`config.mk`:
```
export PLATFORM = sky130hd
export DESIGN_NAME = exe_stage_mc
export DESIGN_NICKNAME = d
export VERILOG_FILES = /design/src/rtl/exe_pkg.sv /design/src/rtl/exe_mul_iter.sv /design/src/rtl/exe_stage_mc.sv
export SDC_FILE = /design/constraint.sdc
export NUM_CORES = 2
export LEC_CHECK = 0
export ABC_AREA = 1
export ABC_CLOCK_PERIOD_IN_PS = 13400
export BUFFER_PORTS_ARGS = -buffer_cell sky130_fd_sc_hd__buf_2
export CAP_MARGIN = 20
export CORE_ASPECT_RATIO = 2
export CORE_MARGIN = 3
export CORE_UTILIZATION = 40
export CTS_CLUSTER_SIZE = 28
export DETAILED_ROUTE_END_ITERATION = 12
export GPL_TIMING_DRIVEN = 0
export SYNTH_ARGS = -nofsm -noshare
export SYNTH_HDL_FRONTEND = slang
export SYNTH_SLANG_ARGS = --single-unit
```
`constraint.sdc`:
```
create_clock -name clk -period 13.4 [get_ports clk]
set_clock_uncertainty 0.1 [all_clocks]
set_input_delay 2.68 -clock clk [delete_from_list [all_inputs] [get_ports clk]]
set_output_delay 2.68 -clock clk [all_outputs]
set_load 0.02 [all_outputs]
```
`src/rtl/exe_pkg.sv`:
```
// exe_pkg: shared constants for the exe_stage_mc execute stage.
// Opcodes, shift kinds, forwarding selects, flag indices, MUL FSM states.
package exe_pkg;

    localparam logic [3:0] OP_MOV = 4'b0001;
    localparam logic [3:0] OP_ADD = 4'b0010;
    localparam logic [3:0] OP_ADC = 4'b0011;
    localparam logic [3:0] OP_SUB = 4'b0100;
    localparam logic [3:0] OP_SBC = 4'b0101;
    localparam logic [3:0] OP_AND = 4'b0110;
    localparam logic [3:0] OP_ORR = 4'b0111;
    localparam logic [3:0] OP_EOR = 4'b1000;
    localparam logic [3:0] OP_MVN = 4'b1001;

    localparam logic [1:0] SH_LSL = 2'b00;
    localparam logic [1:0] SH_LSR = 2'b01;
    localparam logic [1:0] SH_ASR = 2'b10;
    localparam logic [1:0] SH_ROR = 2'b11;

    localparam logic [1:0] FWD_REG  = 2'b00;
    localparam logic [1:0] FWD_MEM  = 2'b01;
    localparam logic [1:0] FWD_WB   = 2'b10;
    localparam logic [1:0] FWD_REG2 = 2'b11;

    localparam int SR_N = 3;
    localparam int SR_Z = 2;
    localparam int SR_C = 1;
    localparam int SR_V = 0;

    typedef enum logic [1:0] {
        ST_IDLE = 2'd0,
        ST_ITER = 2'd1,
        ST_DONE = 2'd2
    } mul_state_e;

endpackage

```
`src/rtl/exe_mul_iter.sv`:
```
// exe_mul_iter: iterative radix-2^MUL_BITS shift-add multiplier.
// start_i retires the first digit; done_o marks the final digit's cycle.
module exe_mul_iter #(
    parameter int DATA_W   = 32,
    parameter int MUL_BITS = 2
) (
    input  logic              clk_i,
    input  logic              rst_i,
    input  logic              start_i,
    input  logic              abort_i,
    input  logic [DATA_W-1:0] a_i,
    input  logic [DATA_W-1:0] b_i,
    output logic              busy_o,
    output logic              done_o,
    output logic [DATA_W-1:0] prod_o
);

    localparam int STEPS = DATA_W / MUL_BITS;
    localparam int CNT_W = $clog2(STEPS + 1);

    logic              busy_q;
    logic [CNT_W-1:0]  cnt_q;
    logic [DATA_W-1:0] acc_q;
    logic [DATA_W-1:0] mcand_q;
    logic [DATA_W-1:0] mplier_q;

    function automatic logic [DATA_W-1:0] digit(
        input logic [DATA_W-1:0]   m,
        input logic [MUL_BITS-1:0] d
    );
        logic [DATA_W-1:0] r;
        r = '0;
        for (int i = 0; i < MUL_BITS; i++)
            if (d[i]) r = r + (m << i);
        return r;
    endfunction

    always_ff @(posedge clk_i or posedge rst_i) begin
        if (rst_i) begin
            busy_q   <= 1'b0;
            cnt_q    <= '0;
            acc_q    <= '0;
            mcand_q  <= '0;
            mplier_q <= '0;
        end else if (abort_i) begin
            busy_q <= 1'b0;
            cnt_q  <= '0;
        end else if (start_i) begin
            acc_q    <= digit(a_i, b_i[MUL_BITS-1:0]);
            mcand_q  <= a_i << MUL_BITS;
            mplier_q <= b_i >> MUL_BITS;
            cnt_q    <= CNT_W'(STEPS - 1);
            busy_q   <= (STEPS > 1);
        end else if (busy_q) begin
            acc_q    <= acc_q + digit(mcand_q, mplier_q[MUL_BITS-1:0]);
            mcand_q  <= mcand_q << MUL_BITS;
            mplier_q <= mplier_q >> MUL_BITS;
            cnt_q    <= cnt_q - CNT_W'(1);
            busy_q   <= (cnt_q != CNT_W'(1));
        end
    end

    assign busy_o = busy_q;
    assign done_o = busy_q & (cnt_q == CNT_W'(1));
    assign prod_o = acc_q;

endmodule

```
`src/rtl/exe_stage_mc.sv`:
```
// exe_stage_mc: registered ARM-subset execute stage with iterative MUL.
// Define EXE_FWD_EN to enable the MEM/WB operand forwarding muxes.
module exe_stage_mc
    import exe_pkg::*;
#(
    parameter int DATA_W   = 32,
    parameter int IMM_W    = 24,
    parameter int REG_W    = 4,
    parameter int MUL_BITS = 2,
    parameter int BR_SHIFT = 2
) (
    input  logic              clk,
    input  logic              rst,
    input  logic              in_valid,
    output logic              in_ready,
    input  logic              flush,
    input  logic [DATA_W-1:0] pc_in,
    input  logic [IMM_W-1:0]  signed_immediate,
    input  logic [3:0]        EX_command,
    input  logic              is_mul,
    input  logic              S_in,
    input  logic [3:0]        SR_in,
    input  logic [11:0]       shifter_operand,
    input  logic [REG_W-1:0]  dst_in,
    input  logic              mem_read_in,
    input  logic              mem_write_in,
    input  logic              imm,
    input  logic              WB_en_in,
    input  logic              B_in,
    input  logic [DATA_W-1:0] val_Rn_in,
    input  logic [DATA_W-1:0] val_Rm_in,
    input  logic [1:0]        sel_src1,
    input  logic [1:0]        sel_src2,
    input  logic [DATA_W-1:0] MEM_stage_val,
    input  logic [DATA_W-1:0] WB_stage_val,
    input  logic              out_ready,
    output logic              out_valid,
    output logic [REG_W-1:0]  dst_out,
    output logic [3:0]        SR_out,
    output logic              SR_update,
    output logic [DATA_W-1:0] ALU_res,
    output logic [DATA_W-1:0] val_Rm_out,
    output logic [DATA_W-1:0] branch_address,
    output logic [DATA_W-1:0] pc_out,
    output logic              mem_read_out,
    output logic              mem_write_out,
    output logic              WB_en_out,
    output logic              B_out,
    output logic              mul_busy
);

    localparam int STEPS = DATA_W / MUL_BITS;

    logic [DATA_W-1:0] op1, op2, val2, alu_res, br_addr;
    logic [DATA_W-1:0] b_op, mul_prod;
    logic [DATA_W:0]   sum;
    logic [31:0]       rot_amt, sh_amt;
    logic [3:0]        alu_sr, mul_sr;
    logic              arith, ci, alu_c, alu_v, alu_def;
    logic              accept, out_free, load_alu, load_mul;
    logic              mul_start, mul_abort, mul_done, mul_run;
    mul_state_e        state_q, state_d;
    logic              out_valid_q, out_valid_d;

    logic [DATA_W-1:0] res_q, rm_q, br_q, pc_q;
    logic [REG_W-1:0]  dst_q;
    logic [3:0]        sr_q;
    logic              mr_q, mw_q, wb_q, b_q, s_q;

    logic [DATA_W-1:0] m_rm_q, m_br_q, m_pc_q;
    logic [REG_W-1:0]  m_dst_q;
    logic [1:0]        m_cv_q;
    logic              m_mr_q, m_mw_q, m_wb_q, m_b_q, m_s_q;

`ifdef EXE_FWD_EN
    always_comb begin
        unique case (sel_src1)
            FWD_MEM: op1 = MEM_stage_val;
            FWD_WB:  op1 = WB_stage_val;
            default: op1 = val_Rn_in;
        endcase
        unique case (sel_src2)
            FWD_MEM: op2 = MEM_stage_val;
            FWD_WB:  op2 = WB_stage_val;
            default: op2 = val_Rm_in;
        endcase
    end
`else
    logic unused_fwd;
    assign unused_fwd = ^{sel_src1, sel_src2, MEM_stage_val, WB_stage_val};
    assign op1 = val_Rn_in;
    assign op2 = val_Rm_in;
`endif

    function automatic logic [DATA_W-1:0] ror(
        input logic [DATA_W-1:0] x,
        input logic [31:0]       s
    );
        return (x >> s) | (x << (32'(DATA_W) - s));
    endfunction

    always_comb begin
        rot_amt = (32'(shifter_operand[11:8]) << 1) % 32'(DATA_W);
        sh_amt  = 32'(shifter_operand[11:7]) % 32'(DATA_W);
        val2    = '0;
        if (mem_read_in | mem_write_in) begin
            val2 = DATA_W'(shifter_operand);
        end else if (imm) begin
            val2 = ror(DATA_W'(shifter_operand[7:0]), rot_amt);
        end else begin
            unique case (shifter_operand[6:5])
                SH_LSL:  val2 = op2 << sh_amt;
                SH_LSR:  val2 = op2 >> sh_amt;
                SH_ASR:  val2 = $unsigned($signed(op2) >>> sh_amt);
                default: val2 = ror(op2, sh_amt);
            endcase
        end
    end

    // Subtraction is op1 + ~val2 + carry-in, so C means "no borrow".
    always_comb begin
        arith   = 1'b0;
        b_op    = val2;
        ci      = 1'b0;
        alu_def = 1'b1;
        alu_res = '0;
        unique case (EX_command)
            OP_ADD: arith = 1'b1;
            OP_ADC: begin arith = 1'b1; ci = SR_in[SR_C]; end
            OP_SUB: begin arith = 1'b1; b_op = ~val2; ci = 1'b1; end
            OP_SBC: begin arith = 1'b1; b_op = ~val2; ci = SR_in[SR_C]; end
            default: ;
        endcase
        sum   = {1'b0, op1} + {1'b0, b_op} + {{DATA_W{1'b0}}, ci};
        alu_c = SR_in[SR_C];
        alu_v = SR_in[SR_V];
        unique case (EX_command)
            OP_MOV: alu_res = val2;
            OP_MVN: alu_res = ~val2;
            OP_AND: alu_res = op1 & val2;
            OP_ORR: alu_res = op1 | val2;
            OP_EOR: alu_res = op1 ^ val2;
            OP_ADD, OP_ADC, OP_SUB, OP_SBC: alu_res = sum[DATA_W-1:0];
            default: alu_def = 1'b0;
        endcase
        if (arith) begin
            alu_c = sum[DATA_W];
            alu_v = (op1[DATA_W-1] == b_op[DATA_W-1]) &
                    (alu_res[DATA_W-1] != op1[DATA_W-1]);
        end
        if (alu_def)
            alu_sr = {alu_res[DATA_W-1], alu_res == '0, alu_c, alu_v};
        else
            alu_sr = SR_in;
    end

    assign br_addr  = pc_in + (DATA_W'($signed(signed_immediate)) << BR_SHIFT);
    assign mul_busy = (state_q != ST_IDLE) | mul_run;
    assign out_free = !out_valid_q | out_ready;
    assign in_ready = !mul_busy & out_free;
    assign accept   = in_valid & in_ready & !flush;
    assign load_alu = accept & !is_mul;
    assign load_mul = (state_q == ST_DONE) & !flush & out_free;
    assign mul_sr   = {mul_prod[DATA_W-1], mul_prod == '0, m_cv_q};

    exe_mul_iter #(
        .DATA_W  (DATA_W),
        .MUL_BITS(MUL_BITS)
    ) u_mul (
        .clk_i  (clk),
        .rst_i  (rst),
        .start_i(mul_start),
        .abort_i(mul_abort),
        .a_i    (op1),
        .b_i    (op2),
        .busy_o (mul_run),
        .done_o (mul_done),
        .prod_o (mul_prod)
    );

    always_comb begin
        state_d   = state_q;
        mul_start = 1'b0;
        mul_abort = 1'b0;
        unique case (state_q)
            ST_IDLE: if (accept & is_mul) begin
                mul_start = 1'b1;
                state_d   = (STEPS == 1) ? ST_DONE : ST_ITER;
            end
            ST_ITER: if (flush) begin
                mul_abort = 1'b1;
                state_d   = ST_IDLE;
            end else if (mul_done) begin
                state_d = ST_DONE;
            end
            ST_DONE: if (flush | out_free) begin
                mul_abort = flush;
                state_d   = ST_IDLE;
            end
            default: state_d = ST_IDLE;
        endcase
    end

    always_comb begin
        if (flush)
            out_valid_d = 1'b0;
        else if (load_alu | load_mul)
            out_valid_d = 1'b1;
        else if (out_ready)
            out_valid_d = 1'b0;
        else
            out_valid_d = out_valid_q;
    end

    always_ff @(posedge clk or posedge rst) begin
        if (rst) begin
            state_q     <= ST_IDLE;
            out_valid_q <= 1'b0;
        end else begin
            state_q     <= state_d;
            out_valid_q <= out_valid_d;
        end
    end

    always_ff @(posedge clk or posedge rst) begin
        if (rst) begin
            m_rm_q  <= '0;
            m_br_q  <= '0;
            m_pc_q  <= '0;
            m_dst_q <= '0;
            m_cv_q  <= '0;
            m_mr_q  <= 1'b0;
            m_mw_q  <= 1'b0;
            m_wb_q  <= 1'b0;
            m_b_q   <= 1'b0;
            m_s_q   <= 1'b0;
        end else if (mul_start) begin
            m_rm_q  <= op2;
            m_br_q  <= br_addr;
            m_pc_q  <= pc_in;
            m_dst_q <= dst_in;
            m_cv_q  <= SR_in[SR_C:SR_V];
            m_mr_q  <= mem_read_in;
            m_mw_q  <= mem_write_in;
            m_wb_q  <= WB_en_in;
            m_b_q   <= B_in;
            m_s_q   <= S_in;
        end
    end

    always_ff @(posedge clk or posedge rst) begin
        if (rst) begin
            res_q <= '0;
            rm_q  <= '0;
            br_q  <= '0;
            pc_q  <= '0;
            dst_q <= '0;
            sr_q  <= '0;
            mr_q  <= 1'b0;
            mw_q  <= 1'b0;
            wb_q  <= 1'b0;
            b_q   <= 1'b0;
            s_q   <= 1'b0;
        end else if (load_alu) begin
            res_q <= alu_res;
            rm_q  <= op2;
            br_q  <= br_addr;
            pc_q  <= pc_in;
            dst_q <= dst_in;
            sr_q  <= alu_sr;
            mr_q  <= mem_read_in;
            mw_q  <= mem_write_in;
            wb_q  <= WB_en_in;
            b_q   <= B_in;
            s_q   <= S_in;
        end else if (load_mul) begin
            res_q <= mul_prod;
            rm_q  <= m_rm_q;
            br_q  <= m_br_q;
            pc_q  <= m_pc_q;
            dst_q <= m_dst_q;
            sr_q  <= mul_sr;
            mr_q  <= m_mr_q;
            mw_q  <= m_mw_q;
            wb_q  <= m_wb_q;
            b_q   <= m_b_q;
            s_q   <= m_s_q;
        end
    end

    assign out_valid      = out_valid_q;
    assign ALU_res        = res_q;
    assign val_Rm_out     = rm_q;
    assign branch_address = br_q;
    assign pc_out         = pc_q;
    assign dst_out        = dst_q;
    assign SR_out         = sr_q;
    assign SR_update      = s_q & out_valid_q;
    assign mem_read_out   = mr_q;
    assign mem_write_out  = mw_q;
    assign WB_en_out      = wb_q;
    assign B_out          = b_q;

endmodule

```
Word-level counts from Yosys, hierarchy flattened. Cells that the tools add are included.

Register bits: 353. Input port bits: 224. Output and inout bits: 144. Logic and storage cells: 174.

Bitwise gates (word level): 22. Mux-type cells: 70. Add/subtract/negate cells: 9. Eq/ne operators: 20. Reductions and logical operators: 19. Shift operators: 6.

Operators by type and width (number): $mux W32 (29); $pmux W32 S6 (1); $add A32 B32 Y32 (4); $or A32 B32 Y32 (3); $pmux W32 S3 (1); $logic_not A32 Y1 (2); $add A32 B32 Y33 (1); $add A33 B1 Y33 (1); $and A32 B32 Y32 (1); $not A32 Y32 (1); $shl A32 B32 Y32 (1); $shl A32 B5 Y32 (1); $shl A8 B32 Y32 (1); $shr A32 B5 Y32 (1); $shr A8 B5 Y32 (1); $sshr A32 B5 Y32 (1); $xor A32 B32 Y32 (1); $mux W1 (24); $mux W4 (5); $eq A4 B3 Y1 const B (4); $mux W5 (3); $sub A6 B5 Y7 const A (2); $and A1 B1 Y1 (10); $reduce_or A9 Y1 (1); 26 further kinds (46).

Logic depth before layout (Yosys ltp).
Depth in word-level cells: 19. Depth in mapped cells: 43. Gate-level depth less buffers: 41.

By module. A second synthesis with hierarchy kept.

Cell total of the unflattened synthesis: 5285. Area total of the unflattened synthesis: 33365.8 sq um.

By module, submodules not included: exe_stage_mc (sequential area each 6180.9 sq um, cells an instance 3673, instances 1, area an instance 22969.5 sq um); exe_mul_iter (sequential area each 2452.4 sq um, cells an instance 1612, instances 1, area an instance 10396.2 sq um).

Worst setup path before layout. Ideal clock, no wire load.

Path type: input to register. From: input shifter_operand[8]. To: register sr_q[2], in the netlist SR_out[2]. Setup time: 0.066 ns. Stages: 40. Path buffers: 4. Path slack: 6.215 ns. Required time: 13.234 ns. Arrival time: 7.020 ns. Cells stage by stage: inv_2 buf_2 buf_2 ha_1 buf_2 clkbuf_1 nor2_1 nand2_1 nor3_2 nand2_1 nand3_1 nand2_1 nand2_2 xnor2_1 fa_1 inv_1 fa_1 inv_1 [4 not listed] nand2_1 nand2_1 nand2_1 nand2_1 nand2_1 nand3_1 nand2_1 inv_1 nand2_1 nor2_1 nand2_1 nor2_1 nand2_1 nor2_1 nand3_1 nand3_1 nand2_1 nand2_1.

Longest elaborated chain between the ends: 14. Elaborated cells on any way between the ends: 24. Classes of those cells: add/sub: 4; shift: 6; mux: 7; bitwise: 6; reduce/logical: 1.

RTL lines: from (decl) (RTL line exe_stage_mc.sv:23) `input logic [11:0] shifter_operand,`; $sub A6 B5 Y7 (RTL line exe_stage_mc.sv:99) `return (x >> s) | (x << (32'(DATA_W) - s));`; $shl A32 B32 Y32 (RTL line exe_stage_mc.sv:99); $or A32 B32 Y32 (RTL line exe_stage_mc.sv:99); $pmux W32 S3 (RTL line exe_stage_mc.sv:111) `unique case (shifter_operand[6:5])`; $mux W32 (RTL line exe_stage_mc.sv:108) `end else if (imm) begin`; $mux W32 * (RTL line exe_stage_mc.sv:106) `if (mem_read_in | mem_write_in) begin`; $not A32 Y32 (RTL line exe_stage_mc.sv:130, exe_stage_mc.sv:131, exe_stage_mc.sv:139); $mux W32; $add A32 B32 Y33 (RTL line exe_stage_mc.sv:134) `sum = {1'b0, op1} + {1'b0, b_op} + {{DATA_W{1'b0}}, ci};`; $add A33 B1 Y33 (RTL line exe_stage_mc.sv:134); $pmux W32 S6 * (RTL line exe_stage_mc.sv:137) `unique case (EX_command)`; $logic_not A32 Y1 * (RTL line exe_stage_mc.sv:152) `alu_sr = {alu_res[DATA_W-1], alu_res == '0, alu_c, alu_v};`; $mux W4 * (RTL line exe_stage_mc.sv:151) `if (alu_def)`; $mux W4 * (RTL line exe_stage_mc.sv:264) `end else if (load_alu) begin`; to (signal assigned) (RTL line exe_stage_mc.sv:270) `sr_q <= alu_sr;`; to (signal assigned) (RTL line exe_stage_mc.sv:282) `sr_q <= mul_sr;`; to (decl) (RTL line exe_stage_mc.sv:67) `logic [3:0] sr_q;`.

Mark *: on every way between the ends. The rest lies on a longest branch, timed or not. A chain may end at the register's enable or synchronous reset.

Final worst setup path.
From: input shifter_operand[9]. To: register sr_q[0], in the netlist SR_out[0].

Longest elaborated chain between the ends: 16. Elaborated cells on any way between the ends: 27. Classes of those cells: add/sub: 4; eq/ne: 2; shift: 6; mux: 8; bitwise: 7.

RTL lines: $sub A6 B5 Y7 (RTL line exe_stage_mc.sv:99); $shl A32 B32 Y32 (RTL line exe_stage_mc.sv:99); $or A32 B32 Y32 (RTL line exe_stage_mc.sv:99); $pmux W32 S3 (RTL line exe_stage_mc.sv:111); $mux W32 (RTL line exe_stage_mc.sv:108); $mux W32 * (RTL line exe_stage_mc.sv:106); $not A32 Y32 (RTL line exe_stage_mc.sv:130, exe_stage_mc.sv:131, exe_stage_mc.sv:139); $mux W32; $add A32 B32 Y33 (RTL line exe_stage_mc.sv:134); $add A33 B1 Y33 (RTL line exe_stage_mc.sv:134); $pmux W32 S6 (RTL line exe_stage_mc.sv:137); $ne A1 B1 Y1 (RTL line exe_stage_mc.sv:149) `(alu_res[DATA_W-1] != op1[DATA_W-1]);`; $and A1 B1 Y1 * (RTL line exe_stage_mc.sv:148) `alu_v = (op1[DATA_W-1] == b_op[DATA_W-1]) &`; $mux W1 * (RTL line exe_stage_mc.sv:146) `if (arith) begin`; $mux W4 * (RTL line exe_stage_mc.sv:151); $mux W4 * (RTL line exe_stage_mc.sv:264).

Marks and branches as above.

==> results.tsv <==
stage	metric	value	unit
worst_setup_path	reg2reg_depth	31	
yosys	ys_seq_area_frac	0.2639	
floorplan	rows	147	
worst_setup_path	critical_path.endpoint_type	flop	
worst_setup_path	crit_type	in2reg	
yosys	post_synth_mux_area_share	0	
sta	rsz0062_at_grt	no	
min_path	min-delay-start	m_rm_q[7]$_DFFE_PP0P_	
cts	cts-buffers-inserted	35	
floorplan	die_width	208.2	um
power	powerDensity	214.1	mW/mm^2
worst_setup_path	worst_setup_path_start_kind	input pin	
global_route	grt_max_degree	117	
drt	drtAntennaViolNets	0	
worst_setup_path	arrival	11030	ps
floorplan	initial_core_util	0.4052	
worst_setup_path	cpMostUsedCell	nand2_1	
sta	maxSlewHeadroom	0.08212	
worst_setup_path	crit_slowest_cell	o21ai_0	
status	outcome	completed	
yosys	netlist-cell-type-count	65	
drt	viasPerCell	6.216	
sta	layout_setup_ws	2786	ps
layout	multi_input_area	0.02132	mm^2
global_route	track_usage	0.4839	
drt	routedWlPerCell	31.78	um
drt	drt_first_pass_iters	6	
min_path	hold_class	reg2reg	
drt	drc	0	
global_route	grt_pass1_wl	298.0	mm
yosys	synth-xor-area-share	0.02784	
cts	cts_sinks	345	
yosys	syn_area_per_cell	6.358	um^2
global_route	first_global_vias	40620	
sta	fin_crit_sh	0.7921	
cts	cts_tree	done	
layout	register_area	0.008633	mm^2
yosys	synth_area	0.03271	mm^2
yosys	synth_edf_count	0	
sta	finalHoldViolations	0	
layout	n_fill_cell	8909	
floorplan	dieHeight	410.4	um
worst_setup_path	reg2reg_to	u_mul.prod_o[31]$_DFFE_PP0P_	
sta	setup_violations	0	
layout	drive_gt1_frac	0.09776	
layout	utilization	0.4595	
min_path	holdPathStages	2	
worst_setup_path	reg2reg_from	u_mul.mplier_q[0]$_DFFE_PP0P_	
cts	clk_latency	590	ps
yosys	synth-async-reset-ratio	1.000	
worst_setup_path	r2r_slack	6520	ps
cts	cts_max_path_buffers	3	
job	maxCapViolations	0	
cts	post_cts_resize_count	0	
worst_setup_path	crit_required	13810	ps
sta	fin_crit	10610	ps
floorplan	coreArea	0.08074	mm^2
layout	area_growth	13.42	%
min_path	holdPathEnd	m_rm_q[7]$_DFFE_PP0P_	
power	fin_total_pwr	7.944	mW
floorplan	die_area	0.08546	mm^2
sta	max_freq	94.22	MHz
worst_setup_path	critPathMaxStageDelay	1080	ps
power	power_leakage	19.00	nW
cts	holdBufCountCts	0	
place	post-dp-hpwl	167.4	mm
yosys	ys_warn_count	0	
sta	slew_viol_final	0	
power	ir_drop	0.1538	mV
cts	htreeDepth	2	
global_route	grt.overflow.total	0	
cts	post_cts_buffers	0	
yosys	synth_compound_area_frac	0.1630	
layout	nets	5952	
sta	worst_pin_slew	1362	ps
drt	drt_iter0_markers	4561	
cts	cts.clk_slew.worst_paths	70	ps
yosys	yosys.area_share.simple	0.3713	
global_route	antenna_found_initial	16	
place	portBuffers	294	
place	gp_congestion	1.192	
yosys	syn-num-nets	5599	
yosys	syn-instance-count	5145	
yosys	synth_top_family_by_area	simple AND/OR/NAND/NOR gates	
yosys	synthAdderAreaFrac	0.08934	
yosys	ys.flop_type	dfrtp_1	
sta	whs	374.1	ps
worst_setup_path	crit_fanout	10	
yosys	ys_seq_elements	345	
floorplan	pin_count	368	
place	place_ws	2892	ps
cts	cts_root_buf	clkbuf_16	
drt	vias	40940	
drt	wl	209.3	mm
==> cell usage after synthesis (40+ instances only) <==
cell type  count  share of area
nor2_1       352          0.040
clkbuf_1     165          0.019
a31oi_1      110          0.021
xnor2_1       42          0.011
ha_1         224          0.086
o211ai_1      76          0.017
dfrtp_1      345           0.26
a21oi_1      308          0.047
nand3_1      767           0.12
nand2_1     1542           0.18
inv_1        408          0.047
buf_2         40         0.0061
o21ai_0      313          0.048
xor2_1        62          0.017
==> flip-flops by register name, indices dropped and copies added, names as in the netlist, 2 cells and up <==
name            count
m_cv_q              2
val_Rm_out         32
dst_out             4
u_mul.prod_o       32
m_rm_q             32
u_mul.mplier_q     30
branch_address     32
m_pc_q             30
state_q             2
u_mul.cnt_q         5
m_dst_q             4
ALU_res            32
SR_out              4
m_br_q             32
pc_out             30
u_mul.mcand_q      30
==> metal layers <==
layer	vias up	wire, um	global-route usage	share of wire
met2	2441	98490	0.8049	0.47
met3	1242	17620	0.1566	0.084
met4	4	32330	0.5546	0.15
met5	-	83	0.004598	0.00040
li1	18010	-	-	-
met1	19230	60730	0.4282	0.29
==> critical path: cells and delay by family <==
family,cells,cell delay (ps)
AOI/OAI and AO/OA,5,1850
adders and majority gates,2,920
xor gates and xnor gates,1,90
and+or+nand+nor,19,3810
buffers and inverters,7,1600
==> how the worst max path moves through the flow <==
stage	start	endpoint	slack [ps]	depth (start not counted)
floorplan	rst	ALU_res[0]$_DFFE_PP0P_	1050	1
global placement	rst	ALU_res[23]$_DFFE_PP0P_	-3060	2
detailed placement	shifter_operand[9]	SR_out[2]$_DFFE_PP0P_	2890	38
CTS	shifter_operand[9]	SR_out[2]$_DFFE_PP0P_	3430	38
global route	shifter_operand[8]	SR_out[2]$_DFFE_PP0P_	2350	40
finish	shifter_operand[9]	SR_out[0]$_DFFE_PP0P_	2790	34
==> stage by stage <==
step	instances	TNS (ps)	area, um^2
global route	6573	0	37070
global placement	6482	-1013760	35490
floorplan	5145	0	32710
finish	6585	0	37100
CTS	6552	0	36840
detailed placement	6489	0	35620
==> power by group <==
part / total (mW) / internal, mW / switching [mW]
Sequential: 1.89 / 1.50 / 0.391
Clock: 1.09 / 0.618 / 0.471
Combinational: 4.96 / 1.62 / 3.34
Total: 7.94 / 3.74 / 4.20
==> placed cells by master, fill, tap and decap left out, types with 17 or more instances in the layout <==
cell and instances:
nand2_1 1542, nand3_1 767, inv_1 407, nor2_1 351, dfrtp_1 345, buf_2 334
o21ai_0 311, a21oi_1 307, ha_1 224, clkbuf_1 174, a31oi_1 110, o211ai_1 76
xor2_1 62, xnor2_1 42, or2_2 37, clkbuf_16 35, nand4_1 34, nor3_1 34
buf_1 25, buf_4 23, o21ai_1 21, a221oi_1 19, diode_2 18, a21o_1 18
inv_2 17, nand2_2 17
==> layout make-up <==
cell class,count,area share
multi-input cells,4113,0.5747
flip-flops and latches,345,0.2327
plain buffers,256,0.03072
clock inverters,9,0.004890
clock buffers,54,0.02796
repair buffers,316,0.04856
diodes,18,0.001214
inverters,431,0.04414
well taps,1043,0.03517
==> cell families (layout without fill, tap and decap cells) <==
logic type	Yosys count	after routing
simple gates	2845	2845
compound gates	934	934
buf+inv	687	1066
flops	345	345
fa+ha+maj	230	230
xor+xnor	104	104
other cells	0	18
(Power assumes the default switching activity.)
